`src/rtl/iir_rr_sched.sv`:
```
// iir_rr_sched: round-robin scheduler sharing one first-order IIR datapath
// y = (3*x + y_prev) >> 2 across CH sample streams, with a per-channel
// history, a CH-cycle history-clear sweep and a registered valid/ready output.
module iir_rr_sched #(
    parameter int CH  = 4,
    parameter int CHW = 2,
    parameter int DW  = 8
) (
    input  logic             clk,
    input  logic             rst,
    input  logic [CH-1:0]    req,
    input  logic [CH*DW-1:0] i_data,
    output logic [CH-1:0]    ack,
    input  logic             clr,
    output logic             busy,
    output logic             o_valid,
    input  logic             o_ready,
    output logic [CHW-1:0]   o_ch,
    output logic [DW-1:0]    o_y
);

    typedef enum logic {ST_CLEAR, ST_RUN} state_t;

    state_t           state_q;
    logic [CHW-1:0]   cnt_q;
    logic [CHW-1:0]   rr_q;
    logic             o_valid_q;
    logic [CHW-1:0]   o_ch_q;
    logic [DW-1:0]    o_y_q;
    logic [DW-1:0]    hist_q [CH];

    logic [CH-1:0]    ack_d;
    logic [CHW-1:0]   gnt_ch;
    logic             xfer;
    logic [DW-1:0]    x_sel;
    logic [DW-1:0]    h_sel;
    logic [DW+1:0]    sum;
    logic [DW-1:0]    y_d;
    logic [CHW-1:0]   rr_d;

    // Round-robin search starting at rr; only in RUN and when the output slot frees up
    always_comb begin
        int             idx;
        logic [CHW-1:0] cand;
        ack_d  = '0;
        gnt_ch = '0;
        xfer   = 1'b0;
        idx    = 0;
        cand   = '0;
        if (state_q == ST_RUN && (!o_valid_q || o_ready)) begin
            for (int i = 0; i < CH; i++) begin
                idx = int'(rr_q) + i;
                if (idx >= CH) idx = idx - CH;
                cand = CHW'(idx);
                if (!xfer && req[cand]) begin
                    xfer   = 1'b1;
                    gnt_ch = cand;
                end
            end
        end
        if (xfer) ack_d[gnt_ch] = 1'b1;
    end

    // Filter datapath: mux the granted sample/history, 3x + h at DW+2 bits, then >>2
    always_comb begin
        x_sel = '0;
        for (int c = 0; c < CH; c++) begin
            if (gnt_ch == CHW'(c)) x_sel = i_data[c*DW +: DW];
        end
        h_sel = hist_q[gnt_ch];
        sum   = {2'b00, x_sel} + {1'b0, x_sel, 1'b0} + {2'b00, h_sel};
        y_d   = DW'(sum >> 2);
        rr_d  = (gnt_ch == CHW'(CH-1)) ? '0 : gnt_ch + 1'b1;
    end

    // Control FSM, arbitration pointer and output register
    always_ff @(posedge clk or posedge rst) begin
        if (rst) begin
            state_q   <= ST_CLEAR;
            cnt_q     <= '0;
            rr_q      <= '0;
            o_valid_q <= 1'b0;
            o_ch_q    <= '0;
            o_y_q     <= '0;
        end else begin
            case (state_q)
                ST_CLEAR: begin
                    if (clr) begin
                        cnt_q <= '0;
                    end else if (cnt_q == CHW'(CH-1)) begin
                        state_q <= ST_RUN;
                        cnt_q   <= '0;
                    end else begin
                        cnt_q <= cnt_q + 1'b1;
                    end
                end
                default: begin
                    if (clr) begin
                        state_q <= ST_CLEAR;
                        cnt_q   <= '0;
                    end
                end
            endcase
            if (xfer) begin
                rr_q      <= rr_d;
                o_valid_q <= 1'b1;
                o_ch_q    <= gnt_ch;
                o_y_q     <= y_d;
            end else if (o_ready) begin
                o_valid_q <= 1'b0;
            end
        end
    end

    // History RAM: sweep writes zero, otherwise the granted channel takes y
    always_ff @(posedge clk) begin
        if (state_q == ST_CLEAR) begin
            hist_q[cnt_q] <= '0;
        end else if (xfer) begin
            hist_q[gnt_ch] <= y_d;
        end
    end

    assign ack     = ack_d;
    assign busy    = (state_q == ST_CLEAR);
    assign o_valid = o_valid_q;
    assign o_ch    = o_ch_q;
    assign o_y     = o_y_q;

endmodule

```
`config.mk`:
```
export PLATFORM = sky130hd
export DESIGN_NAME = iir_rr_sched
export DESIGN_NICKNAME = d
export VERILOG_FILES = /design/src/rtl/iir_rr_sched.sv
export SDC_FILE = /design/constraint.sdc
export NUM_CORES = 1
export LEC_CHECK = 0
export BUFFER_PORTS_ARGS = -buffer_cell sky130_fd_sc_hd__buf_2
export CORE_UTILIZATION = 60
export DETAILED_ROUTE_END_ITERATION = 8
export PLACE_DENSITY = 0.86
export SLEW_MARGIN = 20
export SYNTH_ARGS = -nofsm -noshare
export SYNTH_HDL_FRONTEND = slang
export SYNTH_SLANG_ARGS = --single-unit
```
`constraint.sdc`:
```
create_clock -name clk -period 11.1 [get_ports clk]
set_input_delay 1.11 -clock clk [delete_from_list [all_inputs] [get_ports clk]]
set_output_delay 1.11 -clock clk [all_outputs]
set_load 0.02 [all_outputs]
```
Yosys cells after proc, flatten, opt, wreduce, memory -nomap -nowiden
Memories as Yosys holds them, arrays and structs flattened. Index checks and enable logic that the tools add are counted.

Reduce and logical (&&, ||, !) cells: 13. Muxes and demuxes: 54. Equal/unequal tests: 5. Order comparisons: 10. Add/sub/neg operators: 11. Bitwise operators: 1.

Operators by type and width (number): $mux 8 (5); $mux 2 (19); $mux 1 (24); $lt 2x3->1 const B (5); $add 10x8->10 (1); $add 8x9->10 (1); $ge 3x3->1 const B (3); $bmux 1 s2 (4); $reduce_or 8->1 (1); $sub 2x1->2 const B (4); $add 2x2->3 const B (2); $eq 2x2->1 const B (3); $logic_and 1x1->1 (5); $add 2x1->2 const B (2); $logic_not 1->1 (4); $mux 4 (1); $add 2x1->3 const B (1); $ge 2x3->1 const B (1); $demux 1 s2 (1); $eq 2x1->1 const B (1); $ge 2x1->1 const B (1); $logic_not 2->1 (1); $ne 2x2->1 const B (1); $reduce_bool 2->1 (1); 2 further kinds (2).

Register bits after elaboration: 16. Memories: 1. Bits of input ports: 40. Bits in writable memories: 32.

Memory list: hist_q (words 4, bits a word 8, rd ports 1, clocked after Yosys merged registers in 0, write ports 1, line 30) `logic [DW-1:0] hist_q [CH];`.

Depth between registers and ports, before layout
Depth after elaboration: 28. Gate-level depth with buffers: 26. Gate-level depth less buffers: 25.

Worst setup path before layout
No wires, ideal clock.

Path type: input -> register. From: input port req[2]. To: memory hist_q[0][7], data pin. Data arrival time: 5719 ps. Buffers on the path: 2. Stages on the path: 25. Setup time: 201 ps. Setup slack: 5180 ps. Cells stage by stage: nor2b_1 -> or4b_4 -> a21oi_1 -> buf_2 -> ha_1 -> clkbuf_1 -> nor2b_1 -> a22oi_1 -> nor2_1 -> a21oi_1 -> nor2_1 -> a21oi_1 -> fa_1 -> inv_1 -> o2111a_1 -> o31ai_1 -> a21o_1 -> fa_1 -> nor2b_1 -> o21ai_0 -> a21boi_0 -> o21a_1 -> o21a_1 -> nor2_1 -> o21ai_0.

Cells in the longest elaborated chain, start to end: 24. Elaborated cells on any way between the ends: 43.

Ends and longest elaborated chain: from (decl) (line 11) `input logic [CH-1:0] req,`; $bmux 1 s2 (line 55) `if (!xfer && req[cand]) begin`; $mux 1 (not written as such) (line 55); $mux 1 (line 55); $mux 1 (line 50) `if (state_q == ST_RUN && (!o_valid_q || o_ready)) begin`; $logic_not 1->1 (line 55); $logic_and 1x1->1 (line 55); $mux 1 (line 55); $mux 1 (line 50); [6 not listed]; $mux 2 * (line 55); $mux 2 * (line 50); named net gnt_ch[0] (line 33) `logic [CHW-1:0] gnt_ch;`; $logic_not 2->1 (line 68) `if (gnt_ch == CHW'(c)) x_sel = i_data[c*DW +: DW];`; $mux 8 (4 in series) (line 68); $add 8x9->10 (line 71) `sum = {2'b00, x_sel} + {1'b0, x_sel, 1'b0} + {2'b00, h_sel};`; $add 10x8->10 * (line 71); $mux 8 (no line) *; to (decl) (line 30).

The timed path passes the listed nets; every way through them passes the cells marked *. The select of a mux whose other input is x is not followed.

Worst setup path after layout
From: input port req[2]. To: memory hist_q[1][5], data pin.

Cells in the longest elaborated chain, start to end: 24. Elaborated cells on any way between the ends: 43.

Ends and longest elaborated chain (line): $bmux 1 s2 (55); $mux 1 (not written as such) (55); $mux 1 (55); $mux 1 (50); $logic_not 1->1 (55); $logic_and 1x1->1 (55); $mux 1 (55); $mux 1 (50); [5 not listed]; $logic_and 1x1->1 (55); $mux 2 (55); $mux 2 (50); $logic_not 2->1 (68); $mux 8 (4 in series) (68); $add 8x9->10 (71); $add 10x8->10 (71); $mux 8 (no line) *.

Mark *: on every way between the ends. The rest lies on a longest branch, timed or not. The select of a mux whose other input is x is not followed.

==> PnR_summary.wiki <==
{| class="wikitable"
! Metric !! Value
|-
| Routed wire length || 6840 um
|-
| Number of gates given a new drive strength after cts || 0
|-
| Reg-to-reg slack, setup || between 5 and 6 ns
|-
| Critical path capture point type || register
|-
| Setup Viol. Count Final || 0
|-
| Clock transition at the register clock pins on the worst setup and hold paths after CTS || approximately 0.080 ns
|-
| Post-detail-place hpwl || about 5000 um
|-
| Status || complete, no violations
|-
| Vias in the first global route || 2427
|-
| Switching part of the total power || roughly two fifths
|-
| Clock power frac || 15.5%
|-
| H-tree levels || 2
|-
| Synthesized area || 2900 um^2
|-
| Leading cell type in the layout, fill and taps excluded || sky130_fd_sc_hd__nand2_1
|-
| Required time at the worst-slack endpoint || between 10 and 15 ns
|-
| Total of flip-flops plus latches after synthesis || between 40 and 50
|-
| Setup slack at placement || around 4.5 ns
|-
| Time the worst path needs with I/O delays and setup || 6.38 ns
|-
| Share of the core filled with cells in the final layout || 74.1%
|-
| Relative slew margins || 41.4%
|-
| Kind of start point of the critical path || input port
|-
| Area after detailed placement || roughly 3200 um^2
|-
| Hold Startpoint || o_ch[1]
|-
| Post-CTS setup buffer count || 0
|-
| Row cnt || 24
|-
| Launching point of the worst reg2reg path || rr_q[1]
|-
| Effective utilization at floorplan || between 60% and 70%
|-
| Proportion of synthesized chip area in sequential cells || between 40 and 50%
|-
| Area share of the leading cell type in the synthesized netlist || roughly 33%
|-
| Clock Sink Count || 48
|-
| Syn Nets || 370
|-
| Antenna diode count || 0
|-
| Final clock period utilization by the worst path || roughly 57%
|-
| Maximum fanout count along the critical path || 22
|-
| Sequential Power Share || 35.2%
|-
| Detail Route Antenna Nets || 0
|-
| Commonest non-fill, non-tap cells in the layout || 63 x sky130_fd_sc_hd__nand2_1, 55 x sky130_fd_sc_hd__buf_2, 32 x sky130_fd_sc_hd__edfxtp_1
|-
| Sw power || about 0.00032 W
|-
| Final design area excluding fillers || ~3300 um^2
|-
| Via count normalized by instance count || 5.89
|-
| Core outline area || 4500 um^2
|-
| Setup repair after global routing missed its margin || false
|-
| Cell types with the largest area share after synthesis || sky130_fd_sc_hd__edfxtp_1 33%, sky130_fd_sc_hd__dfrtp_1 14%, sky130_fd_sc_hd__nand2_1 8.2%
|-
| Global placement routability congestion || 0.903
|-
| Data arrival at the endpoint of the critical path || roughly 6.4 ns
|-
| Io pins || 56
|-
| Synthesized instance count || 310
|-
| Count of synthesis-stage warnings from yosys || 0
|-
| Count of input and output buffers || 55
|-
| Wire length of the first global-routing pass || about 11000 um
|-
| Highest clock frequency the design can meet || roughly 160 MHz
|-
| Vias || between 2000 and 2500
|-
| Startpoint of the worst setup timing path || req[2]
|-
| Num CTS Buffers || 5
|-
| Clock network latency to the later pin of the worst-skew pair || ~0.3 ns
|-
| Mapped Avg Cell Area || a little over 9 um^2
|-
| Setup TNS || 0 ns
|-
| Maximum buffer depth of the clock tree || 2
|-
| Gate power share || 49.3%
|-
| Number of violations of the max-capacitance limit || 0
|-
| Proportion of layout cells with a drive suffix above 1 || approximately a fifth
|-
| Hold crit path type || register to register
|-
| Least-Margin Pin Slew || roughly 0.88 ns
|-
| Largest net degree at the start of global routing || 23
|-
| Post-CTS Hold Fix Bufs || 0
|-
| Internal power consumption || around 0.00047 W
|-
| Aggregate global routing overflow || 0
|-
| Number of DRC violations after detailed routing || 0
|-
| Final Hold Viols || 0
|-
| Crit path kind || input port to register
|-
| Count of distinct cell types in the synthesized netlist || 45
|-
| Aggregate global-route resource usage || between 20% and 30%
|-
| Final setup slack of the worst path || between 4 and 5 ns
|-
| Area of the die || between 5000 and 6000 um^2
|-
| Chip Height || 71.5 um
|-
| Area added between synthesis and finish || 15.0%
|-
| Post-synth top area cell || sky130_fd_sc_hd__edfxtp_1
|-
| Total power density per cell area || between 200 and 250 nW/um^2
|-
| Clock tree skew after final layout || about 0.005 ns
|-
| Antenna violations before repair || 0
|-
| Cell at the root of the clock tree || sky130_fd_sc_hd__clkbuf_8
|-
| CTS tree || built
|-
| Detailed Routing Iterations Pass 1 || 4
|-
| Initial DRC count || roughly 160
|-
| Slew Viols, Final || 0
|-
| LEAKAGE || roughly 1.6 nW
|-
| Number of nets in the layout || about 420
|-
| Maximum VDD drop || roughly 0.17 mV
|-
| Wire length per cell || between 15 and 20 um
|-
| Width of the die || roughly 72 um
|}
state kept, by name, summed over array words and instances, names as in the netlist:
register  count
cnt_q         2
hist_q       32
rr_q          2
state_q       1
o_valid       1
o_ch          2
o_y           8
cells by family (layout without fill, tap and decap cells):
| logic type | after synthesis | count (layout) | synth area share [%] |
|---|---|---|---|
| buf+inv | 32 | 87 | 4.23 |
| fa+ha+maj | 20 | 20 | 10.7 |
| mux | 2 | 2 | 0.733 |
| simple gates | 132 | 132 | 20.4 |
| flops | 48 | 48 | 46.9 |
| compound gates | 76 | 76 | 17.1 |
per-layer routing:
metal | wire, um | track usage [%] | vias up
met5 | 0 | 0 | -
met4 | 208 | 10.5 | 0
met3 | 369 | 7.17 | 16
met2 | 3380 | 50.1 | 78
met1 | 2880 | 35.2 | 1169
li1 | - | - | 1195
worst paths after layout:
| path | endpoint | cells after the start |
|---|---|---|
| worst max-delay path | hist_q[1][5] | 25 |
| worst min-delay path | o_ch[1] | 2 |
| worst max register to register | hist_q[1][5] | 23 |
| worst min register to register | o_ch[1] | 2 |
| max in group asynchronous | o_valid | 2 |
| min in group asynchronous | o_y[3] | 2 |
critical path: stages:
cell                       delay, ns
sky130_fd_sc_hd__buf_2          0.11
sky130_fd_sc_hd__nor2b_1        0.17
sky130_fd_sc_hd__or4b_4         0.56
sky130_fd_sc_hd__a21oi_1        0.15
sky130_fd_sc_hd__buf_4          0.29
sky130_fd_sc_hd__inv_2          0.22
sky130_fd_sc_hd__ha_1           0.29
sky130_fd_sc_hd__nor2b_1        0.20
sky130_fd_sc_hd__a22oi_1        0.20
sky130_fd_sc_hd__nor2_1         0.07
sky130_fd_sc_hd__a21oi_1        0.15
sky130_fd_sc_hd__nor2_1         0.07
sky130_fd_sc_hd__a21oi_1        0.30
sky130_fd_sc_hd__fa_1           0.45
sky130_fd_sc_hd__inv_1          0.06
sky130_fd_sc_hd__o2111a_1       0.15
sky130_fd_sc_hd__o31ai_1        0.09
sky130_fd_sc_hd__a21o_1         0.18
sky130_fd_sc_hd__fa_1           0.37
sky130_fd_sc_hd__nor2b_1        0.15
sky130_fd_sc_hd__o21ai_0        0.12
sky130_fd_sc_hd__a21boi_0       0.28
sky130_fd_sc_hd__o21a_1         0.17
sky130_fd_sc_hd__nor3_1         0.05
sky130_fd_sc_hd__nor3_1         0.43
cell type report:
| cell class | count | area (um^2) |
|---|---|---|
| Fill cell | 344 | 1170 |
| Multi-Input combinational cell | 230 | 1420 |
| Inverter | 19 | 71.3 |
| Tap cell | 52 | 65.1 |
| Sequential cell | 48 | 1360 |
| Timing Repair Buffer | 60 | 313 |
| Clock inverter | 2 | 35.0 |
| Clock buffer | 6 | 72.6 |
power by group through the flow:
stage | Sequential [W] | Combinational, W | Clock, W
floorplan | 0.000298 | 0.000264 | 0
detailed placement | 0.000283 | 0.000389 | 0
global route | 0.000284 | 0.000437 | 0.000132
CTS | 0.000279 | 0.000391 | 0.000124
global placement | 0.000282 | 0.000369 | 0
finish | 0.000280 | 0.000392 | 0.000124
stage by stage:
| step | power [W] | std cells | hold WS, ns |
|---|---|---|---|
| 2_1_floorplan | 0.000562 | 310 | 0.490 |
| 3_3_place_gp | 0.000651 | 409 | 0.457 |
| 3_5_place_dp | 0.000671 | 409 | 0.462 |
| 4_1_cts | 0.000794 | 417 | 0.481 |
| 5_1_grt | 0.000853 | 417 | 0.505 |
| 6_report | 0.000796 | 417 | 0.477 |
synth_stat cells (all sizes together):
cell and instances:
nor4 2, and3 2, ha 12, fa 8, o32ai 1, a31oi 2, a21oi 23, a211o 2
o22ai 1, clkbuf 11, a41oi 1, o2111a 1, o211ai 3, nand2 63, and2 5, o32a 1
nand2b 3, inv 19, a311oi 1, nor2 31, a21o 9, a211oi 1, a21boi 2, or4 1
nand4 2, nor2b 8, or4b 1, edfxtp 32, o31ai 1, o21a 4, nor3 8, buf 2
a22oi 6, o21ai 15, dfrtp 16, mux2i 1, o2111ai 2, nand3 6, mux2 1
(Power assumes the default switching activity.)
